<file path="src/rtl/mips_regfile_bypass_if.sv">
// Register-file bus: decode read ports, writeback write ports, HI/LO and
// load-scoreboard signals, grouped so the core connects them as one bundle.
interface mips_regfile_bypass_if #(
    parameter int DATA_W = 32,
    parameter int ADDR_W = 5
);
    // Decode-side read ports
    logic [ADDR_W-1:0] rr1;
    logic [ADDR_W-1:0] rr2;
    logic [DATA_W-1:0] rs;
    logic [DATA_W-1:0] rt;
    logic [DATA_W-1:0] v0;

    // Writeback port A (ALU) and port B (load return)
    logic              wren_a;
    logic [ADDR_W-1:0] wr_a;
    logic [DATA_W-1:0] wd_a;
    logic              wren_b;
    logic [ADDR_W-1:0] wr_b;
    logic [DATA_W-1:0] wd_b;

    // HI/LO pair for mult/div
    logic              hilo_wren;
    logic [DATA_W-1:0] hi_wd;
    logic [DATA_W-1:0] lo_wd;
    logic [DATA_W-1:0] hi;
    logic [DATA_W-1:0] lo;

    // Load scoreboard
    logic              ld_issue;
    logic [ADDR_W-1:0] ld_dst;
    logic              stall;

    // Pipeline side: drives addresses, writes and load issue; sees data and stall
    modport master (
        output rr1, rr2,
        output wren_a, wr_a, wd_a,
        output wren_b, wr_b, wd_b,
        output hilo_wren, hi_wd, lo_wd,
        output ld_issue, ld_dst,
        input  rs, rt, v0, hi, lo, stall
    );

    // Register file side
    modport slave (
        input  rr1, rr2,
        input  wren_a, wr_a, wd_a,
        input  wren_b, wr_b, wd_b,
        input  hilo_wren, hi_wd, lo_wd,
        input  ld_issue, ld_dst,
        output rs, rt, v0, hi, lo, stall
    );
endinterface

</file>
<file path="src/rtl/mips_regfile_bypass.sv">
// MIPS register file with two write ports (A = ALU, B = load return),
// optional same-cycle write->read bypass, HI/LO pair and a load scoreboard
// that flags read-after-load hazards to decode.
module mips_regfile_bypass #(
    parameter int DATA_W = 32,
    parameter int ADDR_W = 5,
    parameter bit BYPASS = 1'b1
) (
    input  logic                  clk,
    input  logic                  rst,
    mips_regfile_bypass_if.slave  rf
);
    localparam int NREGS = 2 ** ADDR_W;

    // Architectural state
    logic [DATA_W-1:0] regs_q [NREGS];
    logic [DATA_W-1:0] hi_q;
    logic [DATA_W-1:0] lo_q;
    logic [NREGS-1:0]  busy_q;
    logic [NREGS-1:0]  busy_d;

    // Per-register write selects; register 0 is never selected so it stays 0
    logic [NREGS-1:0]  sel_a;
    logic [NREGS-1:0]  sel_b;

    // Read-port results
    logic [DATA_W-1:0] rs_data;
    logic [DATA_W-1:0] rt_data;
    logic              clr1;
    logic              clr2;
    logic              hazard1;
    logic              hazard2;

    genvar gi;
    generate
        for (gi = 0; gi < NREGS; gi++) begin : g_reg
            localparam logic [ADDR_W-1:0] IDX = ADDR_W'(gi);
            if (gi == 0) begin : g_zero
                assign sel_a[gi]  = 1'b0;
                assign sel_b[gi]  = 1'b0;
                assign busy_d[gi] = 1'b0;
            end else begin : g_nonzero
                assign sel_a[gi] = rf.wren_a && (rf.wr_a == IDX);
                assign sel_b[gi] = rf.wren_b && (rf.wr_b == IDX);
                // A newly issued load re-marks the register busy even when an
                // older load to the same register returns in the same cycle.
                assign busy_d[gi] = (rf.ld_issue && (rf.ld_dst == IDX)) ||
                                    (busy_q[gi] && !sel_b[gi]);
            end
        end
    endgenerate

    // Register array update; port A wins an address conflict (younger instruction)
    always_ff @(posedge clk) begin
        for (int i = 0; i < NREGS; i++) begin
            if (rst) begin
                regs_q[i] <= '0;
            end else if (sel_a[i]) begin
                regs_q[i] <= rf.wd_a;
            end else if (sel_b[i]) begin
                regs_q[i] <= rf.wd_b;
            end
        end
    end

    // HI/LO are written as a pair
    always_ff @(posedge clk) begin
        if (rst) begin
            hi_q <= '0;
            lo_q <= '0;
        end else if (rf.hilo_wren) begin
            hi_q <= rf.hi_wd;
            lo_q <= rf.lo_wd;
        end
    end

    // Scoreboard of registers awaiting load data
    always_ff @(posedge clk) begin
        if (rst) begin
            busy_q <= '0;
        end else begin
            busy_q <= busy_d;
        end
    end

    // Read port 1: r0 is hard zero, then bypass (A before B), then array
    always_comb begin
        rs_data = regs_q[rf.rr1];
        if (rf.rr1 == '0) begin
            rs_data = '0;
        end else if (BYPASS && rf.wren_a && (rf.wr_a == rf.rr1)) begin
            rs_data = rf.wd_a;
        end else if (BYPASS && rf.wren_b && (rf.wr_b == rf.rr1)) begin
            rs_data = rf.wd_b;
        end
    end

    // Read port 2: same priority as port 1
    always_comb begin
        rt_data = regs_q[rf.rr2];
        if (rf.rr2 == '0) begin
            rt_data = '0;
        end else if (BYPASS && rf.wren_a && (rf.wr_a == rf.rr2)) begin
            rt_data = rf.wd_a;
        end else if (BYPASS && rf.wren_b && (rf.wr_b == rf.rr2)) begin
            rt_data = rf.wd_b;
        end
    end

    // Hazard detect: a returning load clears its hazard this cycle only when
    // the data can actually be forwarded to the reader
    always_comb begin
        clr1    = BYPASS && rf.wren_b && (rf.wr_b == rf.rr1);
        clr2    = BYPASS && rf.wren_b && (rf.wr_b == rf.rr2);
        hazard1 = (rf.rr1 != '0) && busy_q[rf.rr1] && !clr1;
        hazard2 = (rf.rr2 != '0) && busy_q[rf.rr2] && !clr2;
    end

    assign rf.rs    = rs_data;
    assign rf.rt    = rt_data;
    assign rf.v0    = regs_q[2];
    assign rf.hi    = hi_q;
    assign rf.lo    = lo_q;
    assign rf.stall = hazard1 || hazard2;

endmodule

</file>
<file path="src/flat_wrapper.sv">
// flat-port wrapper written by rule: the top's interface ports become plain ports
module mips_regfile_bypass_flat 
#(
    parameter int DATA_W = 32,
    parameter int ADDR_W = 5,
    parameter bit BYPASS = 1'b1
)
  (clk, rst, rf_rr1, rf_rr2, rf_wren_a, rf_wr_a, rf_wd_a, rf_wren_b, rf_wr_b, rf_wd_b, rf_hilo_wren, rf_hi_wd, rf_lo_wd, rf_ld_issue, rf_ld_dst, rf_rs, rf_rt, rf_v0, rf_hi, rf_lo, rf_stall);
  mips_regfile_bypass_if #(.DATA_W(DATA_W), .ADDR_W(ADDR_W)) rf_i ();
  input  logic clk;
  input  logic rst;
  input wire logic [$bits(rf_i.rr1)-1:0] rf_rr1;
  input wire logic [$bits(rf_i.rr2)-1:0] rf_rr2;
  input wire logic [$bits(rf_i.wren_a)-1:0] rf_wren_a;
  input wire logic [$bits(rf_i.wr_a)-1:0] rf_wr_a;
  input wire logic [$bits(rf_i.wd_a)-1:0] rf_wd_a;
  input wire logic [$bits(rf_i.wren_b)-1:0] rf_wren_b;
  input wire logic [$bits(rf_i.wr_b)-1:0] rf_wr_b;
  input wire logic [$bits(rf_i.wd_b)-1:0] rf_wd_b;
  input wire logic [$bits(rf_i.hilo_wren)-1:0] rf_hilo_wren;
  input wire logic [$bits(rf_i.hi_wd)-1:0] rf_hi_wd;
  input wire logic [$bits(rf_i.lo_wd)-1:0] rf_lo_wd;
  input wire logic [$bits(rf_i.ld_issue)-1:0] rf_ld_issue;
  input wire logic [$bits(rf_i.ld_dst)-1:0] rf_ld_dst;
  output wire logic [$bits(rf_i.rs)-1:0] rf_rs;
  output wire logic [$bits(rf_i.rt)-1:0] rf_rt;
  output wire logic [$bits(rf_i.v0)-1:0] rf_v0;
  output wire logic [$bits(rf_i.hi)-1:0] rf_hi;
  output wire logic [$bits(rf_i.lo)-1:0] rf_lo;
  output wire logic [$bits(rf_i.stall)-1:0] rf_stall;
  assign rf_i.rr1 = rf_rr1;
  assign rf_i.rr2 = rf_rr2;
  assign rf_i.wren_a = rf_wren_a;
  assign rf_i.wr_a = rf_wr_a;
  assign rf_i.wd_a = rf_wd_a;
  assign rf_i.wren_b = rf_wren_b;
  assign rf_i.wr_b = rf_wr_b;
  assign rf_i.wd_b = rf_wd_b;
  assign rf_i.hilo_wren = rf_hilo_wren;
  assign rf_i.hi_wd = rf_hi_wd;
  assign rf_i.lo_wd = rf_lo_wd;
  assign rf_i.ld_issue = rf_ld_issue;
  assign rf_i.ld_dst = rf_ld_dst;
  assign rf_rs = rf_i.rs;
  assign rf_rt = rf_i.rt;
  assign rf_v0 = rf_i.v0;
  assign rf_hi = rf_i.hi;
  assign rf_lo = rf_i.lo;
  assign rf_stall = rf_i.stall;
  mips_regfile_bypass #(.DATA_W(DATA_W), .ADDR_W(ADDR_W), .BYPASS(BYPASS)) u_core (.clk(clk), .rst(rst), .rf(rf_i));
endmodule
</file>
<file path="config.mk">
export PLATFORM = sky130hd
export DESIGN_NAME = mips_regfile_bypass_flat
export DESIGN_NICKNAME = d
export VERILOG_FILES = /design/src/rtl/mips_regfile_bypass_if.sv /design/src/rtl/mips_regfile_bypass.sv /design/src/flat_wrapper.sv
export SDC_FILE = /design/constraint.sdc
export NUM_CORES = 2
export LEC_CHECK = 0
export BUFFER_PORTS_ARGS = -buffer_cell sky130_fd_sc_hd__buf_2
export CELL_PAD_IN_SITES_DETAIL_PLACEMENT = 1
export CELL_PAD_IN_SITES_GLOBAL_PLACEMENT = 2
export CORE_AREA = 2 2 309 433
export CTS_CLUSTER_DIAMETER = 50
export CTS_CLUSTER_SIZE = 25
export DETAILED_ROUTE_END_ITERATION = 8
export DIE_AREA = 0 0 311 435
export GPL_ROUTABILITY_DRIVEN = 0
export PLACE_DENSITY_LB_ADDON = 0.1
export SYNTH_ARGS = -nofsm -noshare
export SYNTH_HDL_FRONTEND = slang
export SYNTH_SLANG_ARGS = --single-unit
</file>
<file path="constraint.sdc">
create_clock -name clk -period 4.3 [get_ports clk]
set_input_delay 0.86 -clock clk [delete_from_list [all_inputs] [get_ports clk]]
set_output_delay 0.86 -clock clk [all_outputs]
set_load 0.1 [all_outputs]
</file>
==> results.yml <==
global_routing:
  gr-total-overflow: 0
  first_global_vias: 52330
  antenna_found_initial: 8
  grtUsageTotal: 0.4110
  grt_pass1_wl_um: 394200
  grt_max_degree: 65
placed_design:
  hpwl_um: 183500
  dp_slack_ns: -0.2576
  placed_area_um2: 68770
  io_buffers: 319
synth:
  netlist_instances: 4743
  avgSynthCellArea_um2: 13.24
  synth-edff-count: 992
  synth_ff_type: "edfxtp_1"
  synth_simple_gate_area_frac: 0.05064
  synth_top_family_by_area: "multiplexers"
  synth_seq_cells: 1087
  synthAdderAreaFrac: 0
  syn_nets: 4902
  ys_seq_area_frac: 0.5046
  synth-xor-area-share: 0.002789
  synth-async-reset-ratio: 0
  yosys.cell_types.count: 59
  synth_compound_area_frac: 0.1936
  synth.area.mux_share: 0.1979
  syn-cell-area_um2: 62810
  yosysWarnings: 0
die:
  die_h_um: 435
  die_w_um: 311
  dieArea_um2: 135300
  start_util: 0.4770
  rows: 158
  ioPinCount: 320
  coreArea_um2: 131700
setup_path:
  crit_chain: "buf_16 -> buf_12 -> buf_4 -> mux4_2 -> a211oi_2 -> a21oi_2 -> a222oi_1 -> buf_4 -> nand2_4 -> buf_12"
  reg2reg_to: "u_core.busy_q[2]$_SDFF_PP0_"
  crit_arrival_ns: 3.54
  rrSetupSlack_ns: 3.57
  cp_num_buf_inv: 5
  cp.required_ns: 3.44
  worstSetupPathType: "input pin to primary output"
  critPathSlowestCell: "a222oi_1"
  timing.rr.start: "u_core.busy_q[2]$_SDFF_PP0_"
  end_kind: "primary output"
  rr_worst_depth: 2
  path_max_fanout: 11
  slowest_delay_ns: 0.89
  critPathTopFamily: "compound AO/OA/AOI/OAI gates"
  setup.worst_path.start_class: "input pin"
sta:
  setup_tns_ns: -0.09895
  layout_setup_ws_ns: -0.09895
  fmax_mhz: 227.3
  worst_pin_slew_ns: 1.099
  setup_viol: 1
  finalMaxSlewViolations: 0
  whs_ns: 0.3118
  layout_min_cycle_time_ns: 4.399
  post-route-period-util: 1.023
  hold_violations: 0
  finalClockSkew_ns: 0
  relSlewSlack: 0.2654
clocking:
  cts_buffers: 116
  cts_max_path_buffers: 3
  clock_latency_ns: 0.76
  clk_pin_slew_ns: 0.08
  cts_tree: "yes"
  htree_num_levels: 3
  root_buffer: "clkbuf_16"
  cts.sinks: 1087
detailed_routing:
  drt_wl_total_um: 284600
  drt-initial-drc-count: 7839
  wl_per_cell_um: 42.43
  detail-route-antenna-nets: 0
  vias: 51230
  drcViolationCount: 0
  vias_per_cell: 7.637
  first_pass_iters: 9
run_status:
  violations: "negative setup slack"
  status: "complete, but fails checks"
cells_and_area:
  nNetsFinal: 5005
  stdcell_area_um2: 73300
  syn_to_final_growth_pct: 16.70
  drive_gt1_frac: 0.3123
pwr:
  p_leak_nw: 26.27
  sw_frac_of_total: 0.3114
  ir_worst_vdd_mv: 0.3308
  p_switching_w: 0.009166
  p_comb_frac: 0.194
  power_frac_seq: 0.426
  total_power_w: 0.02944
  intPower_w: 0.02027
  p_per_area_nw_per_um2: 401.6
  p_clk_frac: 0.380
min_path:
  hold_depth: 3
  min_path_type: "input pin to flop"
  whs_endpoint: "u_core.rf.lo[4]$_SDFFE_PP0P_"
  hp-start: "rf_lo_wd[4]"
job:
  maxCapViolations: 0
## registers in the layout, indices dropped and copies added (netlist names)
| register | count |
|---|---|
| u_core.busy_q | 31 |
| u_core.rf.hi | 32 |
| u_core.rf.lo | 32 |
| u_core.regs_q | 992 |
## final cells by class
cell class / instances / area, um^2
Tap cell: 1760 / 2202
Inverter: 1 / 3.754
Clock buffer: 126 / 2972
Fill cell: 12690 / 58360
Sequential cell: 1087 / 31690
Multi-Input combinational cell: 2910 / 28660
Clock inverter: 90 / 1221
Antenna cell: 4 / 10.01
Timing Repair Buffer: 730 / 6541
## per-stage QoR
stage	std cells	util
final	6708	0.5567
after global routing	6704	0.5566
after CTS	6694	0.5552
after detailed placement	6473	0.5223
after global placement	6473	0.5223
after floorplan	4743	-
## how the worst max path moves through the flow
stage,endpoint,cells after the start,start,slack [ns]
floorplan,rf_stall,6,rf_rr2[2],0.08
global placement,rf_rt[8],10,rf_rr2[0],-0.24
detailed placement,rf_rt[8],10,rf_rr2[0],-0.26
CTS,rf_rt[31],11,rf_rr2[0],0.009
global route,rf_rt[27],10,rf_rr2[0],-0.008
finish,rf_rt[8],10,rf_rr2[0],-0.1
## what timing repair did
| action | in CTS | in global routing |
|---|---|---|
| gates cloned | 1 | 1 |
| gates resized for setup | 13 | 21 |
| setup endpoints to repair | 5 | 5 |
| hold buffers | 0 | 0 |
| pin swaps | 3 | 6 |
| setup buffers | 4 | 9 |
## synthesized netlist by cell type, types with 7 or more instances
| library cell | number | area share |
|---|---|---|
| a211oi_1 | 33 | 0.0039 |
| a21oi_1 | 101 | 0.0080 |
| a221o_1 | 34 | 0.0054 |
| a221oi_1 | 54 | 0.0075 |
| a222oi_1 | 25 | 0.0040 |
| a22o_1 | 977 | 0.14 |
| a22oi_1 | 97 | 0.012 |
| a32oi_1 | 8 | 0.0011 |
| and2_1 | 10 | 0.0010 |
| and3_1 | 14 | 0.0014 |
| buf_1 | 80 | 0.0048 |
| buf_2 | 79 | 0.0063 |
| buf_4 | 31 | 0.0037 |
| buf_6 | 17 | 0.0030 |
| clkbuf_1 | 536 | 0.032 |
| dfxtp_1 | 95 | 0.030 |
| edfxtp_1 | 992 | 0.47 |
| mux2_2 | 65 | 0.012 |
| mux2i_1 | 241 | 0.038 |
| mux4_2 | 407 | 0.15 |
| nand2_1 | 245 | 0.015 |
| nand2b_1 | 18 | 0.0018 |
| nand3_1 | 30 | 0.0024 |
| nor2_1 | 201 | 0.012 |
| nor2b_1 | 98 | 0.0098 |
| nor3_1 | 42 | 0.0033 |
| nor4_1 | 12 | 0.0012 |
| o211ai_1 | 32 | 0.0038 |
| o21a_1 | 17 | 0.0020 |
| o21ai_0 | 48 | 0.0038 |
| o21ai_1 | 8 | 0.00064 |
| o221ai_1 | 7 | 0.00098 |
| o22a_1 | 8 | 0.0011 |
| o22ai_1 | 24 | 0.0024 |
| xor2_1 | 14 | 0.0020 |
## cell usage in the layout (no fill, tap or decap), types with 11 or more instances in the layout
cell type	count
a211oi_1	31
a21oi_1	100
a221o_1	34
a221oi_1	54
a222oi_1	25
a22o_1	977
a22oi_1	97
and3_1	12
buf_12	123
buf_2	257
buf_4	333
bufinv_16	16
clkbuf_16	118
clkinv_8	11
dfxtp_1	95
edfxtp_1	992
inv_6	14
inv_8	15
mux2_2	65
mux2i_1	240
mux4_2	407
nand2_1	213
nand2_2	31
nand2b_1	18
nand3_1	29
nor2_1	170
nor2_4	31
nor2b_1	65
nor2b_4	33
nor3_1	39
o211ai_1	32
o21a_1	17
o21ai_0	41
o21ai_2	15
o22ai_1	24
xor2_1	14
## logic make-up (layout without fill, tap and decap cells)
family | count (synthesis) | after routing
compound gates | 1479 | 1479
flops | 1087 | 1087
buf+inv | 746 | 947
mux | 718 | 718
simple gates | 693 | 693
xor+xnor | 20 | 20
other cells | 0 | 4
## worst reg2reg max path, cell delays in order (launching register included)
cell and delay [ns]:
dfxtp_1 0.33, a22oi_1 0.20, nor2_1 0.05
## power groups by stage
stage | combinational [W] | sequential, W | clock [W]
floorplan | 0.00310 | 0.0130 | 0
finish | 0.00570 | 0.0125 | 0.0112
detailed placement | 0.00552 | 0.0127 | 0
global route | 0.00582 | 0.0126 | 0.0115
global placement | 0.00547 | 0.0127 | 0
CTS | 0.00556 | 0.0125 | 0.0112
## metal layers
layer | vias to the layer above | track usage | part of all wire
met5 | - | 0 | 0.00012
met4 | 6 | 0.2507 | 0.070
met3 | 1107 | 0.1092 | 0.13
met2 | 4201 | 0.6492 | 0.46
met1 | 26370 | 0.5050 | 0.34
li1 | 19540 | - | -
Power figures use the tool's default switching activity.
